[src/rtl/m68k_bus_sequencer_pkg.sv]
// rtl/m68k_bus_sequencer_pkg.sv - bus state encodings, size/lane constants, strobe lane select
package m68k_bus_sequencer_pkg;

    typedef enum logic [3:0] {
        ST_IDLE,
        ST_ARM,
        ST_S0,
        ST_S1,
        ST_S2,
        ST_S3,
        ST_S4,
        ST_S5,
        ST_S6,
        ST_S7,
        ST_ABORT
    } bus_state_t;

    localparam logic SIZE_WORD  = 1'b1;
    localparam logic LANE_UPPER = 1'b0;
    localparam logic LANE_LOWER = 1'b1;

    // Returns {upper, lower}; a set bit means that data strobe takes part in the cycle.
    function automatic logic [1:0] ds_select(input logic size, input logic a0);
        return {(size == SIZE_WORD) || (a0 == LANE_UPPER),
                (size == SIZE_WORD) || (a0 == LANE_LOWER)};
    endfunction

endpackage

[src/rtl/m68k_bus_sequencer_cpuclk_edge_sync.sv]
// rtl/m68k_bus_sequencer_cpuclk_edge_sync.sv - CPUCLK synchroniser with registered rise/fall pulses
module cpuclk_edge_sync #(
    parameter int SYNC_STAGES = 2
) (
    input  logic clk,
    input  logic rst_n,
    input  logic din,
    output logic rise,
    output logic fall
);

    logic [SYNC_STAGES-1:0] sync_q;
    logic                   prev_q;

    always_ff @(posedge clk or negedge rst_n) begin
        if (!rst_n) begin
            sync_q <= '0;
            prev_q <= 1'b0;
            rise   <= 1'b0;
            fall   <= 1'b0;
        end else begin
            sync_q <= {sync_q[SYNC_STAGES-2:0], din};
            prev_q <= sync_q[SYNC_STAGES-1];
            rise   <= sync_q[SYNC_STAGES-1] & ~prev_q;
            fall   <= ~sync_q[SYNC_STAGES-1] & prev_q;
        end
    end

endmodule

[src/rtl/m68k_bus_sequencer.sv]
// rtl/m68k_bus_sequencer.sv - one 68000 asynchronous bus cycle per host request, S0-S7 tracking
module m68k_bus_sequencer
    import m68k_bus_sequencer_pkg::*;
#(
    parameter int SYNC_STAGES = 2,
    parameter int TIMEOUT     = 1024,
    parameter int TO_W        = 11
) (
    input  logic CLK,
    input  logic nRESET,
    input  logic CPUCLK,
    input  logic BUS_OK,
    input  logic REQ,
    input  logic REQ_RW,
    input  logic REQ_SIZE,
    input  logic REQ_A0,
    input  logic nDTACK,
    input  logic nBERR,
    output logic BUSY,
    output logic ACK,
    output logic ERR,
    output logic nAS,
    output logic nUDS,
    output logic nLDS,
    output logic RnW,
    output logic DOE,
    output logic LATCH
);

    logic rise, fall;
    logic [SYNC_STAGES-1:0] dtack_sync, berr_sync;
    logic dtack_s, berr_s;

    bus_state_t state_q, state_d;
    logic [TO_W-1:0] cnt_q, cnt_d;
    logic rw_q, rw_d, size_q, size_d, a0_q, a0_d;
    logic nas_q, nas_d, uds_q, uds_d, lds_q, lds_d;
    logic rnw_q, rnw_d, doe_q, doe_d;
    logic busy_q, busy_d, ack_q, ack_d, err_q, err_d, latch_q, latch_d;
    logic [1:0] ds_sel;

    cpuclk_edge_sync #(.SYNC_STAGES(SYNC_STAGES)) u_cpuclk_sync (
        .clk   (CLK),
        .rst_n (nRESET),
        .din   (CPUCLK),
        .rise  (rise),
        .fall  (fall)
    );

    always_ff @(posedge CLK or negedge nRESET) begin
        if (!nRESET) begin
            dtack_sync <= '1;
            berr_sync  <= '1;
        end else begin
            dtack_sync <= {dtack_sync[SYNC_STAGES-2:0], nDTACK};
            berr_sync  <= {berr_sync[SYNC_STAGES-2:0], nBERR};
        end
    end

    assign dtack_s = dtack_sync[SYNC_STAGES-1];
    assign berr_s  = berr_sync[SYNC_STAGES-1];
    assign ds_sel  = ds_select(size_q, a0_q);

    always_ff @(posedge CLK or negedge nRESET) begin
        if (!nRESET) begin
            state_q <= ST_IDLE;
            cnt_q   <= '0;
            rw_q    <= 1'b1;
            size_q  <= 1'b0;
            a0_q    <= 1'b0;
            nas_q   <= 1'b1;
            uds_q   <= 1'b1;
            lds_q   <= 1'b1;
            rnw_q   <= 1'b1;
            doe_q   <= 1'b0;
            busy_q  <= 1'b0;
            ack_q   <= 1'b0;
            err_q   <= 1'b0;
            latch_q <= 1'b0;
        end else begin
            state_q <= state_d;
            cnt_q   <= cnt_d;
            rw_q    <= rw_d;
            size_q  <= size_d;
            a0_q    <= a0_d;
            nas_q   <= nas_d;
            uds_q   <= uds_d;
            lds_q   <= lds_d;
            rnw_q   <= rnw_d;
            doe_q   <= doe_d;
            busy_q  <= busy_d;
            ack_q   <= ack_d;
            err_q   <= err_d;
            latch_q <= latch_d;
        end
    end

    always_comb begin
        state_d = state_q;
        cnt_d   = cnt_q;
        rw_d    = rw_q;
        size_d  = size_q;
        a0_d    = a0_q;
        nas_d   = nas_q;
        uds_d   = uds_q;
        lds_d   = lds_q;
        rnw_d   = rnw_q;
        doe_d   = doe_q;
        ack_d   = 1'b0;
        err_d   = 1'b0;
        latch_d = 1'b0;

        case (state_q)
            ST_IDLE: begin
                cnt_d = '0;
                // busy_q still high here means this is the ACK cycle; a request now is ignored
                if (REQ && BUS_OK && !busy_q) begin
                    rw_d    = REQ_RW;
                    size_d  = REQ_SIZE;
                    a0_d    = REQ_A0;
                    state_d = ST_ARM;
                end
            end
            ST_ARM: if (rise) state_d = ST_S0;
            ST_S0: begin
                if (fall) begin
                    state_d = ST_S1;
                    rnw_d   = rw_q;
                    doe_d   = !rw_q;
                end
            end
            ST_S1: begin
                if (rise) begin
                    state_d = ST_S2;
                    nas_d   = 1'b0;
                    if (rw_q) begin
                        uds_d = !ds_sel[1];
                        lds_d = !ds_sel[0];
                    end
                end
            end
            ST_S2: if (fall) state_d = ST_S3;
            ST_S3: begin
                if (rise) begin
                    state_d = ST_S4;
                    if (!rw_q) begin
                        uds_d = !ds_sel[1];
                        lds_d = !ds_sel[0];
                    end
                end
            end
            ST_S4: begin
                if (fall) begin
                    if (!berr_s || (dtack_s && cnt_q == TO_W'(TIMEOUT - 1))) begin
                        state_d = ST_ABORT;
                        nas_d   = 1'b1;
                        uds_d   = 1'b1;
                        lds_d   = 1'b1;
                    end else if (!dtack_s) begin
                        state_d = ST_S5;
                    end else if (cnt_q != '1) begin
                        cnt_d = cnt_q + 1'b1;
                    end
                end
            end
            ST_S5: if (rise) state_d = ST_S6;
            ST_S6: begin
                if (fall) begin
                    state_d = ST_S7;
                    nas_d   = 1'b1;
                    uds_d   = 1'b1;
                    lds_d   = 1'b1;
                    latch_d = rw_q;
                end
            end
            ST_S7, ST_ABORT: begin
                if (rise) begin
                    state_d = ST_IDLE;
                    ack_d   = 1'b1;
                    err_d   = (state_q == ST_ABORT);
                    doe_d   = 1'b0;
                    rnw_d   = 1'b1;
                    cnt_d   = '0;
                end
            end
            default: state_d = ST_IDLE;
        endcase

        busy_d = (state_d != ST_IDLE) || ack_d;
    end

    assign BUSY  = busy_q;
    assign ACK   = ack_q;
    assign ERR   = err_q;
    assign nAS   = nas_q;
    assign nUDS  = uds_q;
    assign nLDS  = lds_q;
    assign RnW   = rnw_q;
    assign DOE   = doe_q;
    assign LATCH = latch_q;

endmodule

[config.mk]
export PLATFORM = sky130hd
export DESIGN_NAME = m68k_bus_sequencer
export DESIGN_NICKNAME = d
export VERILOG_FILES = /design/src/rtl/m68k_bus_sequencer_pkg.sv /design/src/rtl/m68k_bus_sequencer_cpuclk_edge_sync.sv /design/src/rtl/m68k_bus_sequencer.sv
export SDC_FILE = /design/constraint.sdc
export NUM_CORES = 1
export LEC_CHECK = 0
export CAP_MARGIN = 20
export CORE_MARGIN = 1.5
export CORE_UTILIZATION = 40
export DETAILED_ROUTE_END_ITERATION = 10
export PLACE_DENSITY = 0.68
export REMOVE_ABC_BUFFERS = 1
export SETUP_SLACK_MARGIN = 0.4
export SYNTH_ARGS = -nofsm -noshare
export SYNTH_HDL_FRONTEND = slang
export SYNTH_SLANG_ARGS = --single-unit
export TNS_END_PERCENT = 100
[constraint.sdc]
create_clock -name CLK -period 5.8 [get_ports CLK]
set_input_delay 1.16 -clock CLK [delete_from_list [all_inputs] [get_ports CLK]]
set_output_delay 1.16 -clock CLK [all_outputs]
set_load 0.005 [all_outputs]
Yosys cells after proc, flatten, opt, wreduce, memory -nomap -nowiden
Cells that the tools add are included. W data, S select, Z words.

Word-level logic and storage cells: 119. Register bits: 36. Bits of input ports: 10.

Reduce and logical (&&, ||, !) cells: 24. Add/subtract/negate cells: 1. Eq/ne operators: 24. Mux-type cells: 45. Bitwise logic cells: 5.

Operators by type and width (count): $mux W11 (5); $mux W4 (12); $pmux W4 S10 (1); $pmux W11 S3 (1); $mux W1 (21); $eq A4 B3 Y1 const B (4); $eq A4 B4 Y1 const B (3); $ne A2 B1 Y1 const B (6); $ne A2 B2 Y1 const B (6); $add A11 B1 Y11 const B (1); $eq A11 B10 Y1 const B (1); $ne A11 B11 Y1 const B (1); $eq A4 B2 Y1 const B (2); $pmux W1 S4 (2); $reduce_and A8 Y1 (1); $reduce_bool A4 Y1 (2); $reduce_and A6 Y1 (1); $reduce_bool A3 Y1 (2); $logic_not A1 Y1 (5); $reduce_and A5 Y1 (1); $eq A4 B1 Y1 const B (1); $logic_not A4 Y1 (1); $logic_or A1 B1 Y1 (4); $pmux W1 S2 (2); 8 further kinds (13).

Logic depth before layout (Yosys ltp)
Depth after elaboration: 8. Mapped depth: 8. Mapped depth without buffers: 6.

Hierarchy
Synthesis repeated with hierarchy kept, for this count alone.

Cells, all modules: 181. Area, all modules: 1853.0 um2.

Modules (own cells, without submodules): m68k_bus_sequencer (seq. area each 787.0 um2, cells an instance 174, times used 1, area each 1712.9 um2); cpuclk_edge_sync (seq. area each 125.1 um2, cells an instance 7, times used 1, area each 140.1 um2).

Least setup slack after synthesis
Ideal clock, no wire load.

Path type: input -> register. From: input REQ. To: register busy_q (netlist: BUSY). Buffers on the path: 0. Path slack: 3.732 ns. Stages: 4. Data arrival time: 1.929 ns. Cells stage by stage: nand4_1 > o311ai_1 > nor2_1 > or4b_1.

Word-level cells in the longest chain between the ends: 6.

RTL lines: from (decl) (RTL line m68k_bus_sequencer.sv:13) `input logic REQ,`; $logic_and A1 B1 Y1 (2 in series) (RTL line m68k_bus_sequencer.sv:117) `if (REQ && BUS_OK && !busy_q) begin`; $mux W4 (RTL line m68k_bus_sequencer.sv:117); $pmux W4 S10 (RTL line m68k_bus_sequencer.sv:113) `case (state_q)`; $reduce_bool A4 Y1 (RTL line m68k_bus_sequencer.sv:189) `busy_d = (state_d != ST_IDLE) || ack_d;`; $logic_or A1 B1 Y1 (RTL line m68k_bus_sequencer.sv:189); named net busy_d (RTL line m68k_bus_sequencer.sv:39) `logic busy_q, busy_d, ack_q, ack_d, err_q, err_d, latch_q, latch_d;`; to (signal assigned) (RTL line m68k_bus_sequencer.sv:91) `busy_q <= busy_d;`; to (decl) (RTL line m68k_bus_sequencer.sv:39).

The timed path passes the listed nets, and every way through them passes these cells. A chain may end at the register's enable or synchronous reset.

Final worst setup path
From: register uds_q (netlist: nUDS). To: output nUDS.

RTL lines: from (decl) (RTL line m68k_bus_sequencer.sv:37) `logic nas_q, nas_d, uds_q, uds_d, lds_q, lds_d;`; from (signal assigned) (RTL line m68k_bus_sequencer.sv:87) `uds_q <= uds_d;`; to (decl) (RTL line m68k_bus_sequencer.sv:23) `output logic nUDS,`.

No word-level cell between the ends.

==> results.ini <==
[outcome]
status = completed

[synth]
synth.top_cell.area_share_pct = 36.2
ys_seq_area_share_pct = 48.9
synth.most_common_cell = dfrtp_1
synthTopCellsByCount = dfrtp_1 (27), nor2_1 (15), o21ai_0 (12), dfstp_2 (9), nand2_1 (9)
async_flop_share_pct = 100
ys_types = 54
ys_ff_latch = 36
netlist_area_mm2 = 0.00186
syn_area_per_cell_um2 = 10.7
ys.flop_type = dfrtp_1
synth-edff-count = 0
yosys.area.top_type = dfrtp_1
ys_top_cells_by_area = dfrtp_1 (36%), dfstp_2 (13%), o21ai_0 (3.2%)
syn_inst = 174
yosysWarnings = 0

[setup_path]
critPathLaunchType = flip-flop
cp_data_arrival_time_ns = 1.33
criticalPathCategory = reg -> out
path_cells = clkdlybuf4s50_1
crit_path_end_kind = output port
slowest_delay_ns = 0.54
worstPathMaxFanout = 2
required_ns = 4.64
path_buf_inv = 1
path_delay_family = flip-flops
reg2reg_slack_ns = 3.36
slowest_stage = dfstp_2

[finish]
drive_gt1_share_pct = 16.7
fin_nets = 202
area_delta_synth_final_pct = 16.8
final_cells = 244
diodes = 0

[clocking]
clock_latency_ns = 0.29
clk_pin_slew_ns = 0.07
cts_buffer_depth = 2
post_cts_buffers = 0
h-tree-depth = 2
numCtsBuffers = 5
cts_root_buf = clkbuf_8
numClockSinks = 36
cts_tree = built
cts_resized = 0
hold_buffers = 0

[detailed_routing]
drt-initial-drc-count = 85
drt.antenna.violating_nets = 0
via_count = 1419
routed_via_density = 5.82
detail_route.wl_per_cell_um = 15.1
drt_wl_total_um = 3700
post-route-drc-count = 0
first_pass_iters = 4

[global_route]
antenna_found_initial = 0
grt_max_degree = 37
overflow = 0
grt_pass1_vias = 1376
grt_util_all_layers_pct = 16.4
grt_pass1_wl_um = 6490

[timing]
setup_viol = 0
slew_headroom_pct = 35.3
fmax_mhz = 401
tightest_slew_ns = 0.966
min_period_over_period_pct = 43.0
rsz0062_at_grt = false
finalHoldViolCount = 0
tns_ns = 0
slew_violations = 0
skew_ns = 0.00694
finalCriticalPeriod_ns = 2.49

[place]
io_buffers = 18
hpwl_um = 2560
dp_cells = 236
place.gp.congestion = 0.810

[power_and_ir_drop]
total_power_w = 0.000953
p_leak_nw = 0.927
powerDensity_mw_per_mm2 = 438
vdd_ir_drop_max_v = 0.000184

[die]
die_area_mm2 = 0.00508
row_count = 24
core-area_mm2 = 0.00441
start_util_pct = 42.2
fp.dieH_um = 71.3
die-width_um = 71.3
io_pins = 19

[job]
drv_cap = 0

[worst_hold_path]
hold_class = reg -> reg

## metal layers
metal | track usage [%] | share of wire (%)
met1 | 20.5 | 44
met2 | 27.0 | 48
met3 | 5.06 | 5.4
met4 | 5.66 | 1.7
met5 | 0 | 0
## cell usage in the layout, fill, tap and decap left out, drive strengths merged, types with 2 or more instances in the layout
master	netlist	layout
dfrtp	27	27
clkdlybuf4s50	0	18
o21ai	17	17
nor2	15	15
dfstp	9	9
nand2	9	9
nor2b	7	7
nand3	7	7
clkbuf	0	7
nand3b	6	6
inv	5	5
nand4	4	4
nand2b	4	4
a21oi	3	3
nand4b	3	3
or3	3	3
mux2	3	3
xor2	3	3
o22ai	3	3
a31oi	3	3
and4	2	2
nor3	2	2
a21o	2	2
or4b	2	2
o2111ai	2	2
a2bb2oi	2	2
o31ai	2	2
or2	2	2
o41ai	2	2
## state kept, by name (all words and copies together), names as in the netlist, 2 cells and up
name	cells
cnt_q	11
state_q	4
berr_sync	2
dtack_sync	2
u_cpuclk_sync.sync_q	2
## worst paths after layout
check,from,end,cells after the start
min reg2reg,u_cpuclk_sync.sync_q[0],u_cpuclk_sync.sync_q[1],0
max in group asynchronous,nRESET,berr_sync[0],2
max reg2reg,state_q[0],cnt_q[3],5
min,u_cpuclk_sync.sync_q[0],u_cpuclk_sync.sync_q[1],0
min in group asynchronous,nRESET,u_cpuclk_sync.rise,2
max,nUDS,nUDS,1
## cell families (layout without fill, tap and decap cells)
logic type,count (synthesis),in the layout,share of synthesized area [%]
fa+ha+maj,1,1,0.671
simple gates,69,69,22.3
flops,36,36,48.9
mux,4,4,2.35
xor+xnor,3,3,1.41
compound gates,47,47,19.8
buf+inv,14,32,4.50
## per-stage QoR
step | cell area (µm²) | util, % | hold WS [ns] | setup slack [ns]
floorplan | 1800 | - | 0.331 | 3.72
global placement | 2050 | 46.5 | 0.335 | 3.20
detailed placement | 2050 | 46.5 | 0.343 | 3.14
CTS | 2180 | 49.3 | 0.357 | 3.29
global route | 2180 | 49.3 | 0.365 | 3.17
finish | 2180 | 49.3 | 0.357 | 3.31
## layout make-up
class,count,area (µm²)
clock buffers,7,96.3
clock inverters,1,30.0
fillers,402,2240
inverters,5,18.8
multi-input cells,124,868
flip-flops and latches,36,912
well taps,52,65.1
repair buffers,19,188
## power by group
| group | switching (W) | internal, W | leakage (nW) |
|---|---|---|---|
| Combinational | 0.000143 | 0.000163 | 0.414 |
| Clock | 0.0000899 | 0.000152 | 0.0645 |
| Sequential | 0.0000931 | 0.000313 | 0.448 |
Power figures use the tool's default switching activity.
